### src/rtl/gold_nic_buffered.sv
// Buffered gold NIC: CPU register port plus ring-router port, with DEPTH-deep
// injection (CPU->net) and ejection (net->CPU) FIFOs, polarity gating and a sticky overflow flag.
module gold_nic_buffered #(
  parameter int WIDTH    = 64,
  parameter int DEPTH    = 4,
  parameter int VC_BIT   = 63,
  parameter int POL_GATE = 1
) (
  input  logic             clk,
  input  logic             reset,
  input  logic [1:0]       addr,
  input  logic [WIDTH-1:0] d_in,
  output logic [WIDTH-1:0] d_out,
  input  logic             nicEn,
  input  logic             nicWrEn,
  input  logic             net_polarity,
  output logic             net_so,
  input  logic             net_ro,
  output logic [WIDTH-1:0] net_do,
  input  logic             net_si,
  output logic             net_ri,
  input  logic [WIDTH-1:0] net_di
);

  localparam int AW = $clog2(DEPTH);
  localparam int CW = $clog2(DEPTH) + 1;

  logic [WIDTH-1:0] inj_mem [DEPTH];
  logic [WIDTH-1:0] ej_mem  [DEPTH];
  logic [AW-1:0]    inj_wr, inj_rd, ej_wr, ej_rd;
  logic [CW-1:0]    inj_count, ej_count;
  logic             ovf;

  logic             inj_empty, inj_full, ej_empty, ej_full;
  logic [WIDTH-1:0] inj_head, ej_head;
  logic             pol_ok;
  logic             cpu_wr, cpu_rd;
  logic             inj_push_req, inj_push, inj_pop, ovf_set, ovf_clr;
  logic             ej_push, ej_pop;

  assign inj_empty = (inj_count == '0);
  assign inj_full  = (inj_count == CW'(DEPTH));
  assign ej_empty  = (ej_count == '0);
  assign ej_full   = (ej_count == CW'(DEPTH));
  assign inj_head  = inj_mem[inj_rd];
  assign ej_head   = ej_mem[ej_rd];

  assign pol_ok  = (POL_GATE == 0) || (inj_head[VC_BIT] == net_polarity);
  assign net_so  = !inj_empty && net_ro && pol_ok;
  assign inj_pop = net_so;
  assign net_do  = inj_empty ? '0 : inj_head;
  assign net_ri  = reset && !ej_full;

  assign cpu_wr = nicEn && nicWrEn;
  assign cpu_rd = nicEn && !nicWrEn;

  // A write to a full FIFO is still accepted when the router drains the head on the same edge.
  assign inj_push_req = cpu_wr && (addr == 2'b10);
  assign inj_push     = inj_push_req && (!inj_full || inj_pop);
  assign ovf_set      = inj_push_req && inj_full && !inj_pop;
  assign ovf_clr      = cpu_rd && (addr == 2'b11);

  assign ej_push = net_si && net_ri;
  assign ej_pop  = cpu_rd && (addr == 2'b00) && !ej_empty;

  always_comb begin
    d_out = '0;
    if (cpu_rd) begin
      case (addr)
        2'b00: if (!ej_empty) d_out = ej_head;
        2'b01: begin
          d_out[0]    = !ej_empty;
          d_out[CW:1] = ej_count;
        end
        2'b11: begin
          d_out[0]       = inj_full;
          d_out[CW:1]    = inj_count;
          d_out[WIDTH-1] = ovf;
        end
        default: d_out = '0;
      endcase
    end
  end

  always_ff @(posedge clk) begin
    if (inj_push) inj_mem[inj_wr] <= d_in;
    if (ej_push)  ej_mem[ej_wr]   <= net_di;
  end

  always_ff @(posedge clk or negedge reset) begin
    if (!reset) begin
      inj_wr    <= '0;
      inj_rd    <= '0;
      inj_count <= '0;
      ej_wr     <= '0;
      ej_rd     <= '0;
      ej_count  <= '0;
      ovf       <= 1'b0;
    end else begin
      if (inj_push) inj_wr <= inj_wr + AW'(1);
      if (inj_pop)  inj_rd <= inj_rd + AW'(1);
      case ({inj_push, inj_pop})
        2'b10:   inj_count <= inj_count + CW'(1);
        2'b01:   inj_count <= inj_count - CW'(1);
        default: inj_count <= inj_count;
      endcase

      if (ej_push) ej_wr <= ej_wr + AW'(1);
      if (ej_pop)  ej_rd <= ej_rd + AW'(1);
      case ({ej_push, ej_pop})
        2'b10:   ej_count <= ej_count + CW'(1);
        2'b01:   ej_count <= ej_count - CW'(1);
        default: ej_count <= ej_count;
      endcase

      if (ovf_set)      ovf <= 1'b1;
      else if (ovf_clr) ovf <= 1'b0;
    end
  end

endmodule

### config.mk
export PLATFORM = sky130hd
export DESIGN_NAME = gold_nic_buffered
export DESIGN_NICKNAME = d
export VERILOG_FILES = /design/src/rtl/gold_nic_buffered.sv
export SDC_FILE = /design/constraint.sdc
export NUM_CORES = 1
export LEC_CHECK = 0
export BUFFER_PORTS_ARGS = -buffer_cell sky130_fd_sc_hd__buf_4
export CAP_MARGIN = 20
export CORE_ASPECT_RATIO = 0.7
export CORE_MARGIN = 2
export CORE_UTILIZATION = 46
export CTS_BUF_LIST = sky130_fd_sc_hd__clkbuf_2 sky130_fd_sc_hd__clkbuf_4 sky130_fd_sc_hd__clkbuf_8
export DETAILED_ROUTE_END_ITERATION = 12
export PLACE_DENSITY = 0.79
export SYNTH_ARGS = -nofsm -noshare
export SYNTH_HDL_FRONTEND = slang
export SYNTH_SLANG_ARGS = --single-unit
### constraint.sdc
create_clock -name clk -period 3.3 [get_ports clk]
set_clock_uncertainty 0.1 [all_clocks]
set_input_delay 0.495 -clock clk [delete_from_list [all_inputs] [get_ports clk]]
set_output_delay 0.495 -clock clk [all_outputs]
set_load 0.01 [all_outputs]
Word-level counts from Yosys, hierarchy flattened
Memory sizes are Yosys's and may differ from the RTL's.
Index checks and enable logic that the tools add are counted.

storage, ports and cells
  RAM bits = 512
  output and inout bits = 130
  bits in registers = 15
  word-level logic and storage cells = 67
  memories = 2
  input bits = 137

memory list
  name     depth  width  rd ports  clocked after Yosys merged registers in  write ports  line  source
  ej_mem   4      64     1         0                                        1            29    logic [WIDTH-1:0] ej_mem [DEPTH];
  inj_mem  4      64     1         0                                        1            28    logic [WIDTH-1:0] inj_mem [DEPTH];

cells by class
  equality and inequality tests = 10
  reduce and logical (&&, ||, !) cells = 26
  $add $sub $neg = 8
  multiplexer cells = 14

operator list
  kind                 number
  $mux 64              3
  $mux 59              1
  $logic_and 1x1->1    13
  $pmux 3 s2           2
  $pmux 4 s3           1
  $add 2x1->2 const B  4
  $eq 2x2->1 const B   4
  $add 3x1->3 const B  2
  $eq 2x1->1 const B   3
  $eq 3x3->1 const B   2
  $logic_not 1->1      6
  $logic_not 3->1      2
  $mux 1               6
  $reduce_bool 2->1    3
  $sub 3x1->3 const B  2
  $logic_not 2->1      1
  $pmux 1 s2           1
  $eq 1x1->1           1
  $logic_or 1x1->1     1

Longest topological paths before layout
Gate-level depths: netlist of run 1.

  depth in word-level cells = 8
  depth in mapped cells = 11

Worst setup path before layout of run 1
Ideal clock, no wire load.

  path type = flip-flop to flip-flop
  start = reg inj_rd[1]
  end = mem inj_mem[0][0], enable pin
  required time = 2771 ps
  path slack = -101 ps
  period minus slack after synthesis = 3401 ps
  arrival time = 2872 ps
  stages on the path, launching flop included = 6
  setup time = 429 ps
  cells stage by stage = dfrtp_1 -> mux2i_1 -> mux2i_1 -> a31oi_4 -> a31oi_4 -> and2_1

on the way
  cells in the longest elaborated chain, start to end = 7

ends and longest elaborated chain
  item                          line  source
  start, declared               30    logic [AW-1:0] inj_wr, inj_rd, ej_wr, ej_rd;
  start signal, assigned        101   if (inj_pop) inj_rd <= inj_rd + AW'(1);
  $mem_v2 4x64                  n/a
  $eq 1x1->1                    48    assign pol_ok = (POL_GATE == 0) || (inj_head[VC_BIT] == net_polarity);
  $logic_and 1x1->1             49    assign net_so = !inj_empty && net_ro && pol_ok;
  $logic_or 1x1->1              59    assign inj_push = inj_push_req && (!inj_full || inj_pop);
  $logic_and 1x1->1             59
  $mux 1                        86    if (inj_push) inj_mem[inj_wr] <= d_in;
  $mux 1 (implied by the code)  86
  end, declared                 28

No other way between the ends.

Worst setup path after layout of run 1
  start = reg ej_rd[0]
  end = out d_out[17]

on the way
  cells in the longest elaborated chain, start to end = 4

ends and longest elaborated chain
  item                    line  source
  start, declared         30
  start signal, assigned  109   if (ej_pop) ej_rd <= ej_rd + AW'(1);
  $mem_v2 4x64            n/a
  $mux 64                 70    2'b00: if (!ej_empty) d_out = ej_head;
  $mux 59                 69    case (addr)
  $mux 64                 68    if (cpu_rd) begin
  end, declared           13    output logic [WIDTH-1:0] d_out,

No other way between the ends.

==> key figures, run 1 <==
Yosys
  • Post-synth net total: 1093
  • Top post-synthesis cells by area: edfxtp_1, mux4_2, nor2b_1
  • Top_reg_cell synth: edfxtp_1
  • Netlist cell types: 38
  • Yosys warning count: 0
  • Cell taking the most area after synthesis: edfxtp_1
  • EDFF count, synth: just over 500
  • Synth top area share: ~75%
  • Ys async rst share: ~2.8%
  • Register bit total from synthesis: ~530
  • Post-synthesis sequential area ratio: approximately 77%
  • Netlist Area Pre-Place: a little over 20000 um2
  • Post-Synthesis Cells: between 900 and 1000
  • Syn Area/Cell: 21.75 um2

Power
  • Leakage power: between 9 and 10 nW
  • Power Density: around 720 nW/um2
  • Peak supply drop: ~0.00038 V

STA
  • Slew Viols, Final: 0
  • Final Hold Vio Count: 0
  • Setup violators final: 0
  • Setup TNS: 0 ns
  • Setup ws final: approximately 0.17 ns
  • Slew headroom: between 40% and 50%
  • Peak Freq: ~0.32 GHz
  • Period utilisation layout: a little over nine tenths
  • Tmin final: between 3 and 4 ns
  • RSZ-0062 raised after global routing: false
  • Worst-Margin Slew: about 0.83 ns

Route
  • WL/cell: ~22 um
  • DR iter-0 viols: around 700
  • Vias: ~11000
  • Via density: ~5.3
  • Drt first pass iters: 7
  • Routed wire length: between 40000 and 50000 um
  • DRT antenna net count: 0
  • Drc violations: 0

Global routing
  • All-Layer GR Usage: about 20%
  • Initial antenna violation count: 4
  • Via count of the first global-routing pass: 11910
  • Largest net degree at the start of global routing: 66
  • Total gr overflow: 0
  • Global-route wire length before repair: just over 70000 um

Placement
  • Port bufs: 266
  • Routability-driven placement congestion ratio: between 0.7 and 0.8
  • Detail Placement HPWL: between 20000 and 30000 um
  • Dpl cell area: between 20000 and 25000 um2
  • Pre-CTS setup slack: roughly 0.43 ns

Job
  • Max Cap Viol: 0

Floorplanning
  • Boundary pin count: 267
  • Die W: around 260 um
  • Starting density of the core: 46.68%
  • Core Region: between 40000 and 50000 um2
  • Chip height: ~180 um
  • Die ar.: between 40000 and 50000 um2
  • Rows: 64

Clock network
  • Clock Sinks: 527
  • CTS root buffer: clkbuf_8
  • Htree depth: 3
  • CTS tree: done
  • Worst-path clk slew: roughly 0.070 ns
  • Clk_lat worst skew: 0.61 ns
  • TritonCTS Buffers: 80
  • Clk buf depth: 3
  • Postcts setup bufs: 0

Final layout
  • Commonest non-fill, non-tap cell in the layout: edfxtp_1
  • Share of cells above drive strength 1: approximately 39%
  • Most frequent cells in the layout: edfxtp_1, buf_4, dlygate4sd3_1, mux4_2, clkbuf_8
  • Fillers: just over 3000
  • Area grow syn2layout: 28.72%
  • Final Net Count: between 1500 and 2000
  • Final Util: ~60%
  • Post-route cell area: roughly 26000 um2

Run status
  • Status: finished, final reports clean

Critical path
  • Largest stage delay on the critical path: 0.70 ns
  • Crit-path max FO: 25
  • Critical path startpoint category: flip-flop
  • Crit-path slowest cell: dfrtp_4
  • Crit path kind: flip-flop to output pin
  • CP Cell Sequence: buf_12 -> mux4_2 -> and3_1 -> buf_4
  • CP arrival: between 2 and 3 ns
  • Worst EP required: 2.70 ns
  • Crit end category: output pin

Min path
  • Hold crit path type: input pin to async pin
## synthesized netlist by cell type, types with 5 or more instances
cell type	number
edfxtp_1	512
mux4_2	127
nor2b_1	64
and3_1	63
clkbuf_1	35
buf_2	16
dfrtp_1	15
ha_1	14
inv_1	11
nor2_1	10
nand2_1	9
xnor2_1	9
and2_1	8
mux2i_1	5
## final timing paths
kind                       startpoint  slack (ns)  cells after the start           end
setup / recovery             ej_rd[0]        0.17                      4     d_out[17]
hold / removal                  reset        0.22                      2  inj_count[1]
setup reg to reg            inj_rd[0]        0.45                     10  inj_count[2]
hold reg to reg                   ovf        0.41                      2           ovf
max in group asynchronous       reset        2.65                      2     inj_rd[0]
min in group clk               net_si        0.22                      3      ej_wr[0]
## metal layers
layer	global-route usage (%)	part of all wire [%]
met4	8.842	3.6
met2	33.46	52
met5	0	0
met3	3.474	3.8
met1	25.84	41
## power by group
part	switching [mW]	internal (mW)	total [mW]
Clock	2.39	2.80	5.19
Sequential	0.335	7.89	8.23
Combinational	2.63	2.84	5.47
## critical path, delay by kind of cell (launching register included)
kind	cells	cell delay (ns)
DFF	1	0.70
muxes	1	0.55
buffers and inverters	2	0.43
and+or+nand+nor	1	0.21
## kinds of logic (layout without fill, tap and decap cells)
family          Yosys count  count (layout)  share of synthesized area [%]
flops                   527             527                          77.03
mux                     135             135                          14.42
fa+ha+maj                16              16                          1.053
simple gates            167             167                          4.865
other cells               0               4                              0
xor+xnor                 12              12                         0.5141
buf+inv                  65             582                          1.291
compound gates           18              18                         0.8322
## final cells by class
| class | count | area [um2] | share of cell area [%] |
|---|---|---|---|
| clock inverter | 25 | 135.1 | 0.5134 |
| inverter | 11 | 41.29 | 0.1569 |
| antenna | 4 | 10.01 | 0.03803 |
| clock buffer | 116 | 1403 | 5.329 |
| timing repair buffer | 430 | 3771 | 14.33 |
| sequential | 527 | 15760 | 59.88 |
| multi-input combinational | 348 | 4457 | 16.93 |
| tap | 594 | 743.2 | 2.824 |
## repair_timing
item	4_1_cts	5_1_grt
gates resized for setup	1	2
hold endpoints to repair	527	0
hold buffers	129	0
endpoints found under the setup margin	23	2
## through the flow
step	hold WS, ns	instances	total power [mW]
floorplan	0.09941	940	11.65
global placement	0.2865	1781	13.68
detailed placement	0.2899	1781	13.77
CTS	0.1498	2051	19.12
global route	0.1879	2055	19.80
finish	0.2164	2055	18.89
## flip-flops by register name, indices dropped and copies added (netlist names)
register / count
inj_count: 3
inj_rd: 2
ej_count: 3
inj_wr: 2
ej_rd: 2
ej_mem: 256
ej_wr: 2
ovf: 1
inj_mem: 256
(Power assumes the default switching activity.)
==> run 2: changes to the inputs <==
--- a/constraint.sdc
+++ b/constraint.sdc
@@ -4,2 +4,2 @@
 set_output_delay 0.495 -clock clk [all_outputs]
-set_load 0.01 [all_outputs]
+set_load 0.05 [all_outputs]
==> key figures, run 2 (same netlist as run 1, synthesis figures left out) <==
Floorplanning
  • Starting density of the core: 46.68%
  • Chip height: around 180 um
  • Die W: around 260 um
  • Core Region: ~44000 um2
  • Rows: 64
  • Die ar.: 46180 um2
  • Boundary pin count: between 200 and 300

Critical path
  • Worst EP required: roughly 2.7 ns
  • Most used cell, CP: buf_4
  • Critical path startpoint category: flip-flop
  • FF-to-FF End: inj_count[2]
  • Crit path max-delay family: flip-flops
  • R2R depth: 10
  • Worst R2R Setup Slack: 0.43 ns
  • Crit Reg-Reg Startpoint: inj_rd[1]
  • Largest stage delay on the critical path: 0.72 ns
  • Crit end category: output pin
  • CP Cell Sequence: buf_4 -> mux4_2 -> and3_1 -> buf_4
  • CP arrival: roughly 2.6 ns
  • Crit path kind: flip-flop to output pin
  • Crit-path slowest cell: dfrtp_2
  • Crit path buf inv count: 2
  • Crit-path max FO: 20

Route
  • DR iter-0 viols: roughly 830
  • Routed wire length: 45570 um
  • Drc violations: 0
  • Vias: 10950
  • Via density: 5.337
  • Drt first pass iters: 5
  • WL/cell: between 20 and 25 um
  • DRT antenna net count: 0

Min path
  • Hold crit path type: input pin to flip-flop
  • Hold Path Origin: nicWrEn
  • Worst hold stages: 5
  • Hold EP: ovf

STA
  • Setup TNS: 0 ns
  • Peak Freq: roughly 0.32 GHz
  • Slew headroom: between 50% and 60%
  • Worst-Margin Slew: just over 0.7 ns
  • Period utilisation layout: between 90% and 100%
  • Slew Viols, Final: 0
  • Tmin final: about 3.1 ns
  • RSZ-0062 raised after global routing: false
  • Final Hold Vio Count: 0
  • Setup ws final: 0.1564 ns
  • Setup violators final: 0

Final layout
  • Most frequent cells in the layout: edfxtp_1, buf_4, dlygate4sd3_1, mux4_2, clkbuf_8
  • Post-route cell area: approximately 26000 um2
  • Area grow syn2layout: 28.93%
  • Final Net Count: about 1600
  • Final Util: between 60% and 70%
  • Commonest non-fill, non-tap cell in the layout: edfxtp_1
  • Fillers: ~3100
  • Share of cells above drive strength 1: roughly two fifths
  • Largest regs: ej_mem (256), inj_mem (256)

Global routing
  • All-Layer GR Usage: 19.95%
  • Initial antenna violation count: 2
  • Via count of the first global-routing pass: 11850
  • Largest net degree at the start of global routing: 66
  • Total gr overflow: 0
  • Global-route wire length before repair: roughly 70000 um

Placement
  • Port bufs: roughly 270
  • Dpl cell area: roughly 23000 um2
  • Pre-CTS setup slack: 0.3920 ns
  • Routability-driven placement congestion ratio: ~0.76
  • Detail Placement HPWL: about 26000 um

Clock network
  • Clock Sinks: approximately 530
  • Worst-path clk slew: approximately 0.06 ns
  • TritonCTS Buffers: 82
  • CTS tree: done
  • CTS root buffer: clkbuf_8
  • Htree depth: 3
  • Clk buf depth: 3
  • Clk_lat worst skew: between 0.6 and 0.7 ns

Power
  • Clock power share: about 26%
  • Peak supply drop: approximately 0.00067 V
  • Leakage power: around 9.5 nW
  • P_int: approximately 14 mW
  • Power Density: slightly below 800 nW/um2
  • Sequential power share: approximately two fifths
  • Logic pwr share: a little over a third
  • Switch share: roughly a third
  • P_sw: 7.105 mW
  • Overall power: 20.83 mW

Run status
  • Status: finished, final reports clean

Job
  • Max Cap Viol: 0
[run 2: cell types whose count changed in the layout (fill, tap and decap cells not counted), moves of 3 or more]
cell,before,now
inv_8,0,4
clkinv_2,5,13
buf_12,17,13
buf_4,283,280
bufinv_16,1,4
clkbuf_4,31,17
[run 2: layer usage]
| metal | GRT usage [%] | vias to the layer above | wire [um] |
|---|---|---|---|
| met3 | 3.390 | 89 | 1836 |
| met2 | 33.52 | 316 | 23650 |
| li1 | - | 4785 | - |
| met5 | 0 | - | 0 |
| met1 | 26.53 | 5756 | 18880 |
| met4 | 7.251 | 0 | 1212 |
[run 2: cell type report]
type,count,area (um2),area share [%]
Tap cell,594,743.2,2.819
Clock inverter,42,332.8,1.262
Timing Repair Buffer,427,3751,14.23
Sequential cell,527,15760,59.78
Inverter,11,41.29,0.1566
Antenna cell,2,5.005,0.01898
Multi-Input combinational cell,348,4459,16.92
Clock buffer,100,1270,4.817
[run 2: what timing repair did]
action                     CTS  global route
hold endpoints to repair   527             0
resized for setup            2             1
setup buffers                4             0
setup endpoints to repair   52             1
hold buffers               129             0
gates cloned                 1             0
[run 2: stage by stage]
| stage | instances | hold slack (ns) |
|---|---|---|
| final | 2051 | 0.1418 |
| after global routing | 2051 | 0.1542 |
| after CTS | 2049 | 0.09028 |
| after detailed placement | 1773 | 0.2966 |
| after global placement | 1773 | 0.2938 |
| after floorplan | 940 | 0.09941 |
[run 2: power by group through the flow]
stage | clock, mW | sequential, mW | combinational, mW
finish | 5.40 | 8.21 | 7.22
global route | 5.82 | 8.26 | 7.66
CTS | 5.52 | 8.21 | 7.30
detailed placement | 0 | 8.42 | 6.91
global placement | 0 | 8.38 | 6.85
floorplan | 0 | 8.13 | 5.10
[run 2: worst min-delay path, stage by stage]
cell and delay [ns]:
buf_4 0.11, nor2b_4 0.05, nand2_1 0.06, nand2_1 0.05, o31ai_1 0.05
[run 2: worst max-delay path by stage]
stage                  from      endpoint  slack, ns  cells past startpoint
6_report           ej_rd[1]     d_out[61]       0.16                      4
5_1_grt            ej_rd[1]     d_out[58]       0.05                      4
4_1_cts        inj_count[1]    net_do[27]       0.08                      4
3_5_place_dp   net_polarity  inj_count[2]       0.39                     11
3_3_place_gp   net_polarity  inj_count[2]       0.48                     11
2_1_floorplan     inj_rd[1]  inj_count[2]       0.12                     10
==> run 3: changes to the inputs <==
- CORE_UTILIZATION: 46 -> 25
- PLACE_DENSITY: 0.79 -> 0.51
==> key figures, run 3 (same netlist as run 1, synthesis figures left out) <==
Power
  • Peak supply drop: ~0.00042 V
  • Overall power: 21.08 mW
  • Sequential power share: between 30% and 40%
  • P_int: 13.81 mW
  • Switch share: between 30% and 40%
  • Logic pwr share: a little over a third
  • Power Density: 772.3 nW/um2
  • P_sw: approximately 7.3 mW
  • Leakage power: between 9 and 10 nW
  • Clock power share: around 25%

STA
  • Period utilisation layout: between 90 and 100%
  • Final Hold Vio Count: 0
  • Peak Freq: about 0.33 GHz
  • Tmin final: 3.060 ns
  • Setup TNS: 0 ns
  • RSZ-0062 raised after global routing: false
  • Worst hold margin: between 0.15 and 0.2 ns
  • Slew headroom: between 50% and 60%
  • Slew Viols, Final: 0
  • Setup violators final: 0
  • Worst-Margin Slew: 0.6283 ns

Critical path
  • Crit path max-delay family: multiplexers
  • Critical path startpoint category: flip-flop
  • Crit path kind: flip-flop to output pin
  • Largest stage delay on the critical path: about 0.55 ns
  • Crit path buf inv count: 2
  • Crit. path cell count: 4
  • Crit-path slowest cell: mux4_2
  • CP arrival: 2.46 ns
  • CP Cell Sequence: buf_16 -> mux4_2 -> nor2b_1 -> buf_4
  • Worst EP required: around 2.7 ns
  • Crit-path max FO: 29
  • Crit end category: output pin
  • R2R depth: 10

Clock network
  • Worst-path clk slew: roughly 0.060 ns
  • Clk_lat worst skew: between 0.6 and 0.7 ns
  • Clock Sinks: approximately 530
  • CTS tree: done
  • Htree depth: 3
  • Clk buf depth: 3
  • TritonCTS Buffers: 84
  • CTS root buffer: clkbuf_8

Global routing
  • Initial antenna violation count: 6
  • Global-route wire length before repair: 75180 um
  • Via count of the first global-routing pass: around 12000
  • Total gr overflow: 0
  • All-Layer GR Usage: 11.97%
  • Largest net degree at the start of global routing: between 60 and 70

Floorplanning
  • Die ar.: ~84000 um2
  • Core Region: approximately 80000 um2
  • Starting density of the core: around a quarter
  • Chip height: between 200 and 250 um
  • Die W: between 300 and 400 um
  • Boundary pin count: between 200 and 300
  • Rows: 87

Route
  • Routed wire length: roughly 50000 um
  • Vias: about 11000
  • DR iter-0 viols: approximately 570
  • Via density: around 4.2
  • WL/cell: around 20 um
  • Drt first pass iters: 5
  • DRT antenna net count: 0
  • Drc violations: 0

Final layout
  • Largest regs: ej_mem (256), inj_mem (256)
  • Final Net Count: ~1600
  • Most frequent cells in the layout: edfxtp_1, buf_4, dlygate4sd3_1, mux4_2, clkbuf_8
  • Area grow syn2layout: 33.50%
  • Commonest non-fill, non-tap cell in the layout: edfxtp_1
  • Share of cells above drive strength 1: around two fifths

Placement
  • Detail Placement HPWL: 31320 um
  • Port bufs: between 200 and 300
  • Routability-driven placement congestion ratio: slightly above 0.7

Min path
  • Worst hold stages: 5
  • Hold crit path type: input pin to flip-flop

Run status
  • Status: finished, final reports clean

Job
  • Max Cap Viol: 0
==> run 3: per-layer routing <==
layer  track usage [%]  share of wire (%)
met2             19.96                 50
met1             15.24                 43
met5                 0              0.058
met3             2.909                4.5
met4             4.200                2.3
==> run 3: area by class of cell <==
class	instances	area (um2)
inverter	11	41.29
fill	7706	53470
tap	1068	1336
timing repair buffer	456	4081
antenna	4	10.01
clock inverter	31	173.9
multi-input combinational	348	4479
sequential	527	15770
clock buffer	116	1409
==> run 3: worst paths after layout <==
check | to | slack [ns] | startpoint
worst min register to register | ovf | 0.40 | ovf
min in group asynchronous | ej_count[0] | 0.18 | reset
worst max register to register | inj_count[2] | 0.35 | inj_rd[1]
worst max-delay path | net_do[57] | 0.24 | inj_rd[0]
worst min-delay path | ovf | 0.16 | nicWrEn
max in group asynchronous | inj_rd[1] | 2.70 | reset
==> run 3: power by group through the flow <==
stage	registers, mW	logic (mW)	clock network [mW]
floorplan	8.13	5.10	0
global placement	8.42	7.25	0
detailed placement	8.44	7.29	0
CTS	8.24	7.66	5.59
global route	8.26	8.00	5.89
finish	8.21	7.51	5.36
==> run 3: repair_timing <==
action,4_1_cts,5_1_grt
hold buffers,129,0
gates resized for setup,5,1
hold endpoints to repair,527,0
setup buffers,4,2
gates cloned,1,0
endpoints found under the setup margin,106,5
==> run 3: worst register-to-register path, cell delays in order (launching register included) <==
cell and delay (ns):
dfrtp_4 0.56, mux2i_1 0.25, mux2i_1 0.38, a31oi_4 0.06, nor2_2 0.12, nand2_1 0.08, fa_1 0.43, and2_1 0.18
nor3b_1 0.13, mux2_4 0.28, a211o_1 0.27
==> run 3: per-stage QoR <==
stage / cells / area, um2 / setup WS, ns / util (%)
5_1_grt: 2561 / 27300 / 0.07743 / 33.79
2_1_floorplan: 940 / 20460 / 0.1223 / -
6_report: 2561 / 27300 / 0.2404 / 33.79
3_3_place_gp: 2274 / 24300 / 0.3996 / 30.08
3_5_place_dp: 2274 / 24300 / 0.3748 / 30.08
4_1_cts: 2555 / 27270 / 0.01220 / 33.76
